<file path="config.mk">
export PLATFORM = sky130hd
export DESIGN_NAME = alarm_interval_timer
export DESIGN_NICKNAME = d
export VERILOG_FILES = /design/src/rtl/anti_theft_pkg.sv /design/src/rtl/tick_prescaler.sv /design/src/rtl/alarm_interval_timer.sv
export SDC_FILE = /design/constraint.sdc
export NUM_CORES = 1
export LEC_CHECK = 0
export CAP_MARGIN = 20
export CORE_MARGIN = 3
export CORE_UTILIZATION = 39
export DETAILED_ROUTE_END_ITERATION = 6
export GPL_TIMING_DRIVEN = 1
export PLACE_DENSITY_LB_ADDON = 0.3
export SYNTH_ARGS = -nofsm -noshare
export SYNTH_HDL_FRONTEND = slang
export SYNTH_HIERARCHICAL = 1
export SYNTH_SLANG_ARGS = --single-unit
</file>
<file path="constraint.sdc">
create_clock -name clk -period 3.3 [get_ports clk]
set_input_delay 0.99 -clock clk [delete_from_list [all_inputs] [get_ports clk]]
set_output_delay 0.99 -clock clk [all_outputs]
set_load 0.03 [all_outputs]
</file>
<file path="src/rtl/anti_theft_pkg.sv">
// Shared types for the anti-theft controller: interval selection, time width, timer FSM states.
package anti_theft_pkg;

    localparam int TIME_W = 4;

    typedef enum logic [1:0] {
        SEL_ARM_DELAY,
        SEL_DRIVER_DELAY,
        SEL_PASSENGER_DELAY,
        SEL_ALARM_ON
    } interval_sel_t;

    typedef enum logic {
        IDLE,
        COUNT
    } timer_state_t;

endpackage

</file>
<file path="src/rtl/tick_prescaler.sv">
// One-second prescaler: counts clk cycles while run is high and pulses tick on each wrap.
module tick_prescaler #(
    parameter int TICK_DIV = 25_000_000,
    parameter int PRESC_W  = $clog2(TICK_DIV)
) (
    input  logic clk,
    input  logic rst,
    input  logic clear,
    input  logic run,
    output logic tick
);

    localparam logic [PRESC_W-1:0] LAST = PRESC_W'(TICK_DIV - 1);

    logic [PRESC_W-1:0] cnt;

    // A clear on the same edge as a wrap suppresses the tick, so a restart never sees a stale second.
    assign tick = run && !clear && (cnt == LAST);

    always_ff @(posedge clk or posedge rst) begin
        if (rst) begin
            cnt <= '0;
        end else if (clear || !run) begin
            cnt <= '0;
        end else if (cnt == LAST) begin
            cnt <= '0;
        end else begin
            cnt <= cnt + PRESC_W'(1);
        end
    end

endmodule

</file>
<file path="src/rtl/alarm_interval_timer.sv">
// Countdown timer for the anti-theft FSM: latches one of four 4-bit delays and pulses expired at zero.
// Optional TIMER_DEBUG_EN adds remaining_out and tick_out observation ports.
module alarm_interval_timer
    import anti_theft_pkg::*;
#(
    parameter int TICK_DIV = 25_000_000,
    parameter int PRESC_W  = $clog2(TICK_DIV)
) (
    input  logic              clk,
    input  logic              rst,
    input  logic              start_timer,
    input  logic [1:0]        interval_sel,
    input  logic [TIME_W-1:0] t_arm_delay,
    input  logic [TIME_W-1:0] t_driver_delay,
    input  logic [TIME_W-1:0] t_passenger_delay,
    input  logic [TIME_W-1:0] t_alarm_on,
    output logic              busy,
    output logic              expired
`ifdef TIMER_DEBUG_EN
    ,
    output logic [TIME_W-1:0] remaining_out,
    output logic              tick_out
`endif
);

    // start_timer is a single-cycle request with no ready: it is always accepted and
    // overrides any countdown in progress, including one that would expire on that edge.

    timer_state_t      state;
    logic [TIME_W-1:0] remaining;
    logic [TIME_W-1:0] sel_value;
    logic              tick;

    always_comb begin
        sel_value = t_arm_delay;
        case (interval_sel_t'(interval_sel))
            SEL_ARM_DELAY:       sel_value = t_arm_delay;
            SEL_DRIVER_DELAY:    sel_value = t_driver_delay;
            SEL_PASSENGER_DELAY: sel_value = t_passenger_delay;
            SEL_ALARM_ON:        sel_value = t_alarm_on;
            default:             sel_value = t_arm_delay;
        endcase
    end

    tick_prescaler #(
        .TICK_DIV(TICK_DIV),
        .PRESC_W (PRESC_W)
    ) u_prescaler (
        .clk  (clk),
        .rst  (rst),
        .clear(start_timer),
        .run  (state == COUNT),
        .tick (tick)
    );

    always_ff @(posedge clk or posedge rst) begin
        if (rst) begin
            state     <= IDLE;
            remaining <= '0;
            busy      <= 1'b0;
            expired   <= 1'b0;
        end else if (start_timer) begin
            state     <= COUNT;
            remaining <= sel_value;
            busy      <= 1'b1;
            expired   <= 1'b0;
        end else begin
            case (state)
                IDLE: begin
                    busy    <= 1'b0;
                    expired <= 1'b0;
                end
                COUNT: begin
                    expired <= 1'b0;
                    // A zero interval completes on the first edge instead of wrapping to 15.
                    if (remaining == '0) begin
                        state   <= IDLE;
                        busy    <= 1'b0;
                        expired <= 1'b1;
                    end else if (tick) begin
                        remaining <= remaining - TIME_W'(1);
                        if (remaining == TIME_W'(1)) begin
                            state   <= IDLE;
                            busy    <= 1'b0;
                            expired <= 1'b1;
                        end
                    end
                end
                default: begin
                    state   <= IDLE;
                    busy    <= 1'b0;
                    expired <= 1'b0;
                end
            endcase
        end
    end

`ifdef TIMER_DEBUG_EN
    assign remaining_out = remaining;

    always_ff @(posedge clk or posedge rst) begin
        if (rst) begin
            tick_out <= 1'b0;
        end else begin
            tick_out <= tick;
        end
    end
`endif

endmodule

</file>
==> run summary <==
====================================================================================================
Hold Violations, Final                                                                             0
Clock tree skew after final layout                                                           7.09 ps
Area leader, netlist                                                                         dfrtp_1
Cell Area, Placed                                                                         2060 sq um
Final wirelength                                                                             3370 um
Part of the Yosys area used for sequential elements                                            44.3%
Post-synth EDFFs                                                                                   0
Leakage power                                                                               0.858 nW
Fraction of registers with async set or reset after synthesis                                   100%
Buf+Inv Stages, Crit Path                                                                          1
Worst min-delay path class                                                                reg -> reg
Reg2Reg Setup Slack                                                                           980 ps
Sink count of the clock tree                                                                      32
Critical Path End Type                                                                          flop
Number of setup buffers added after CTS                                                            0
Number of top-level design ports                                                                  23
Core Footprint                                                                            4410 sq um
Final nets                                                                                       231
Startpoint of the most critical hold path                                               u_prescaler/cnt[0]$_DFF_PP0_
Source-to-sink clock delay at the later pin of the worst-skew pair                            270 ps
DR iter-0 viols                                                                                   51
Clock-pin slew reported for the worst setup and hold paths after clock tree synthesis          60 ps
Number of max-capacitance violations reported                                                      0
Most frequently used flop master after synthesis                                             dfrtp_1
Detailed Place HPWL                                                                          2380 um
RePlAce Congestion                                                                             0.773
Per-instance average area after synthesis                                                 9.89 sq um
Number of resized instances in the post-cts repair step                                            0
Worst-Margin Slew                                                                            1010 ps
Cell chain of the critical path                                                         clkdlybuf4s50_1 > nor2b_1 > and2_1 > nand2_1 > or4_1 > a31oi_1
GRT Total Usage                                                                                13.7%
Clk Tree Root Cell                                                                          clkbuf_8
TritonCTS clock tree                                                                             yes
Yosys warns                                                                                        6
Worst hold stages                                                                                  1
Largest delay share family, worst path                                                  simple AND/OR/NAND/NOR gates
Highest net fanout along the worst path                                                            6
Endpoint of the worst hold path                                                         u_prescaler/cnt[0]$_DFF_PP0_
Die area                                                                                  5490 sq um
Instance count of the mapped netlist                                                             183
Commonest cells in the synthesized netlist                                              dfrtp_1, nor2_1, a21oi_1, nand3_1, nand2_1
Row cnt                                                                                           24
Number of buffers inserted by port buffering                                                      22
Unrepaired setup endpoints after global routing                                                   no
Total standard cell area after synthesis                                                  1810 sq um
Routed length per placed instance                                                            13.0 um
Path type of the worst setup path                                                          in -> reg
Routed Antenna Nets                                                                                0
Diodes inserted                                                                                    0
Number of vias in the routed layout                                                            1,433
Power per cell area                                                                      367 nW/um^2
Setup_tns                                                                                       0 ps
Required time at the endpoint of the critical path                                           3500 ps
Register bit count reported by yosys                                                              32
Via density per instance                                                                        5.53
Result of the run                                                                       finished, final reports clean
Die Y                                                                                        74.1 um
Via count of the first global-routing pass                                                     1,338
Layout overhead on the synthesized area                                                        18.0%
Ratio of cells with drive above 1 in the final layout                                          8.70%
Final setup viols                                                                                  0
Largest stage delay, worst path                                                               500 ps
Logic depth of the worst setup path including buffers                                              6
Sum of overflow across all layers after global routing                                             0
Starting Density                                                                               41.0%
Cell at the slowest stage of the critical path                                                 or4_1
Highest achievable clock rate                                                              0.402 GHz
Initial antenna violation count                                                                    0
Top-count cell post-synth                                                                    dfrtp_1
Clock period minus final worst setup slack                                                   2480 ps
Cts bufs inserted                                                                                  5
Post-CTS Hold Fix Bufs                                                                             0
R2r endpoint                                                                            remaining[3]$_DFFE_PP0P_
Number of distinct library cells after synthesis                                                  36
Area share of the largest cell type after synthesis                                            44.3%
Arrival time reported for the critical path endpoint                                         2680 ps
Worst flop-to-flop path startpoint                                                      u_prescaler/cnt[0]$_DFF_PP0_
Synthesized netlist net count                                                                    207
Pre-antenna DRT Iters                                                                              4
Worst voltage drop across the vdd grid                                                        132 uV
Maximum clock path buffer count                                                                    2
Final-report max-slew violation count                                                              0
Number of levels the H-tree was split into                                                         2
Max-slew headroom                                                                              32.5%
Final routed DRC violation total                                                                   0
Worst reg2reg path depth                                                                           8
Horizontal die dimension                                                                     74.1 um
Wire length of the first global-routing pass                                                 5800 um
Ranking of synthesized cells by area                                                    dfrtp_1, mux4_2, a21oi_1
Post-route clock period utilization                                                            75.3%
Pin count of the biggest net entering global routing                                              26
Smallest hold slack                                                                           507 ps
Total non-filler cell area in the finished layout                                         2140 sq um
Startpoint types                                                                          input port
====================================================================================================
stage by stage:
stage               setup slack, ps  util, %  cells  total power (W)
floorplan                      1130        -    183         0.000479
global placement                614     46.6    252         0.000519
detailed placement              575     46.6    252         0.000520
CTS                             843     48.4    259         0.000803
global route                    724     48.4    259         0.000833
finish                          815     48.4    259         0.000785
cells by family (layout without fill, tap and decap cells):
logic type	count (synthesis)	in the layout	share of synthesized area (%)
flip-flops	32	32	44.3
buffers and inverters	15	39	4.49
AND/OR/NAND/NOR	83	83	26.8
AO/OA/AOI/OAI	35	35	12.0
adder cells (fa/ha/maj)	3	3	2.07
multiplexers	5	5	5.53
XOR/XNOR	10	10	4.84
flip-flops by register name, summed over array words and instances, names as in the netlist:
name             cells
busy                 1
state                1
remaining            4
u_prescaler/cnt     25
expired              1
per-layer routing:
metal,track usage (%),vias to the layer above,wire length (um),part of all wire (%)
met5,0,-,0,0
met4,6.84,0,38,1.1
met3,3.78,2,125,3.7
met2,21.5,29,1590,47
met1,17.5,680,1610,48
li1,-,722,-,-
layout make-up:
cell class	instances	area, sq um
timing repair buffer	24	235
clock buffer	6	72.6
sequential	32	801
tap	52	65.1
multi-input combinational	136	927
inverter	8	30.0
clock inverter	1	5.00
fill	416	2280
layout by cell type (no fill, tap or decap), drive strengths merged, types with 2 or more instances in the layout:
master | Yosys | final
a21oi | 15 | 15
a31oi | 2 | 2
and2 | 4 | 4
and3 | 3 | 3
and4 | 2 | 2
buf | 6 | 2
clkbuf | 1 | 6
clkdlybuf4s50 | 0 | 22
dfrtp | 32 | 32
ha | 3 | 3
inv | 8 | 8
mux4 | 4 | 4
nand2 | 10 | 10
nand3 | 12 | 12
nand4 | 6 | 6
nor2 | 19 | 19
nor2b | 2 | 2
nor3 | 3 | 3
nor4 | 3 | 3
o21ai | 9 | 9
o31ai | 7 | 7
or3 | 9 | 9
or4 | 8 | 8
xnor2 | 5 | 5
xor2 | 5 | 5
how the worst max path moves through the flow:
stage                                     endpoint   startpoint
final                     remaining[3]$_DFFE_PP0P_  start_timer
after floorplan           remaining[3]$_DFFE_PP0P_  start_timer
after global placement    remaining[3]$_DFFE_PP0P_  start_timer
after CTS                 remaining[3]$_DFFE_PP0P_  start_timer
after detailed placement  remaining[3]$_DFFE_PP0P_  start_timer
after global routing      remaining[3]$_DFFE_PP0P_  start_timer
power by group:
part           leakage (nW)  switching, W  total (W)  internal, W
combinational         0.391     0.0000429  0.0000926    0.0000497
sequential            0.426     0.0000141   0.000419     0.000405
clock                0.0410      0.000130   0.000273     0.000143
total                 0.858      0.000187   0.000785     0.000598
Note: power is estimated with default switching activity, not from simulation.
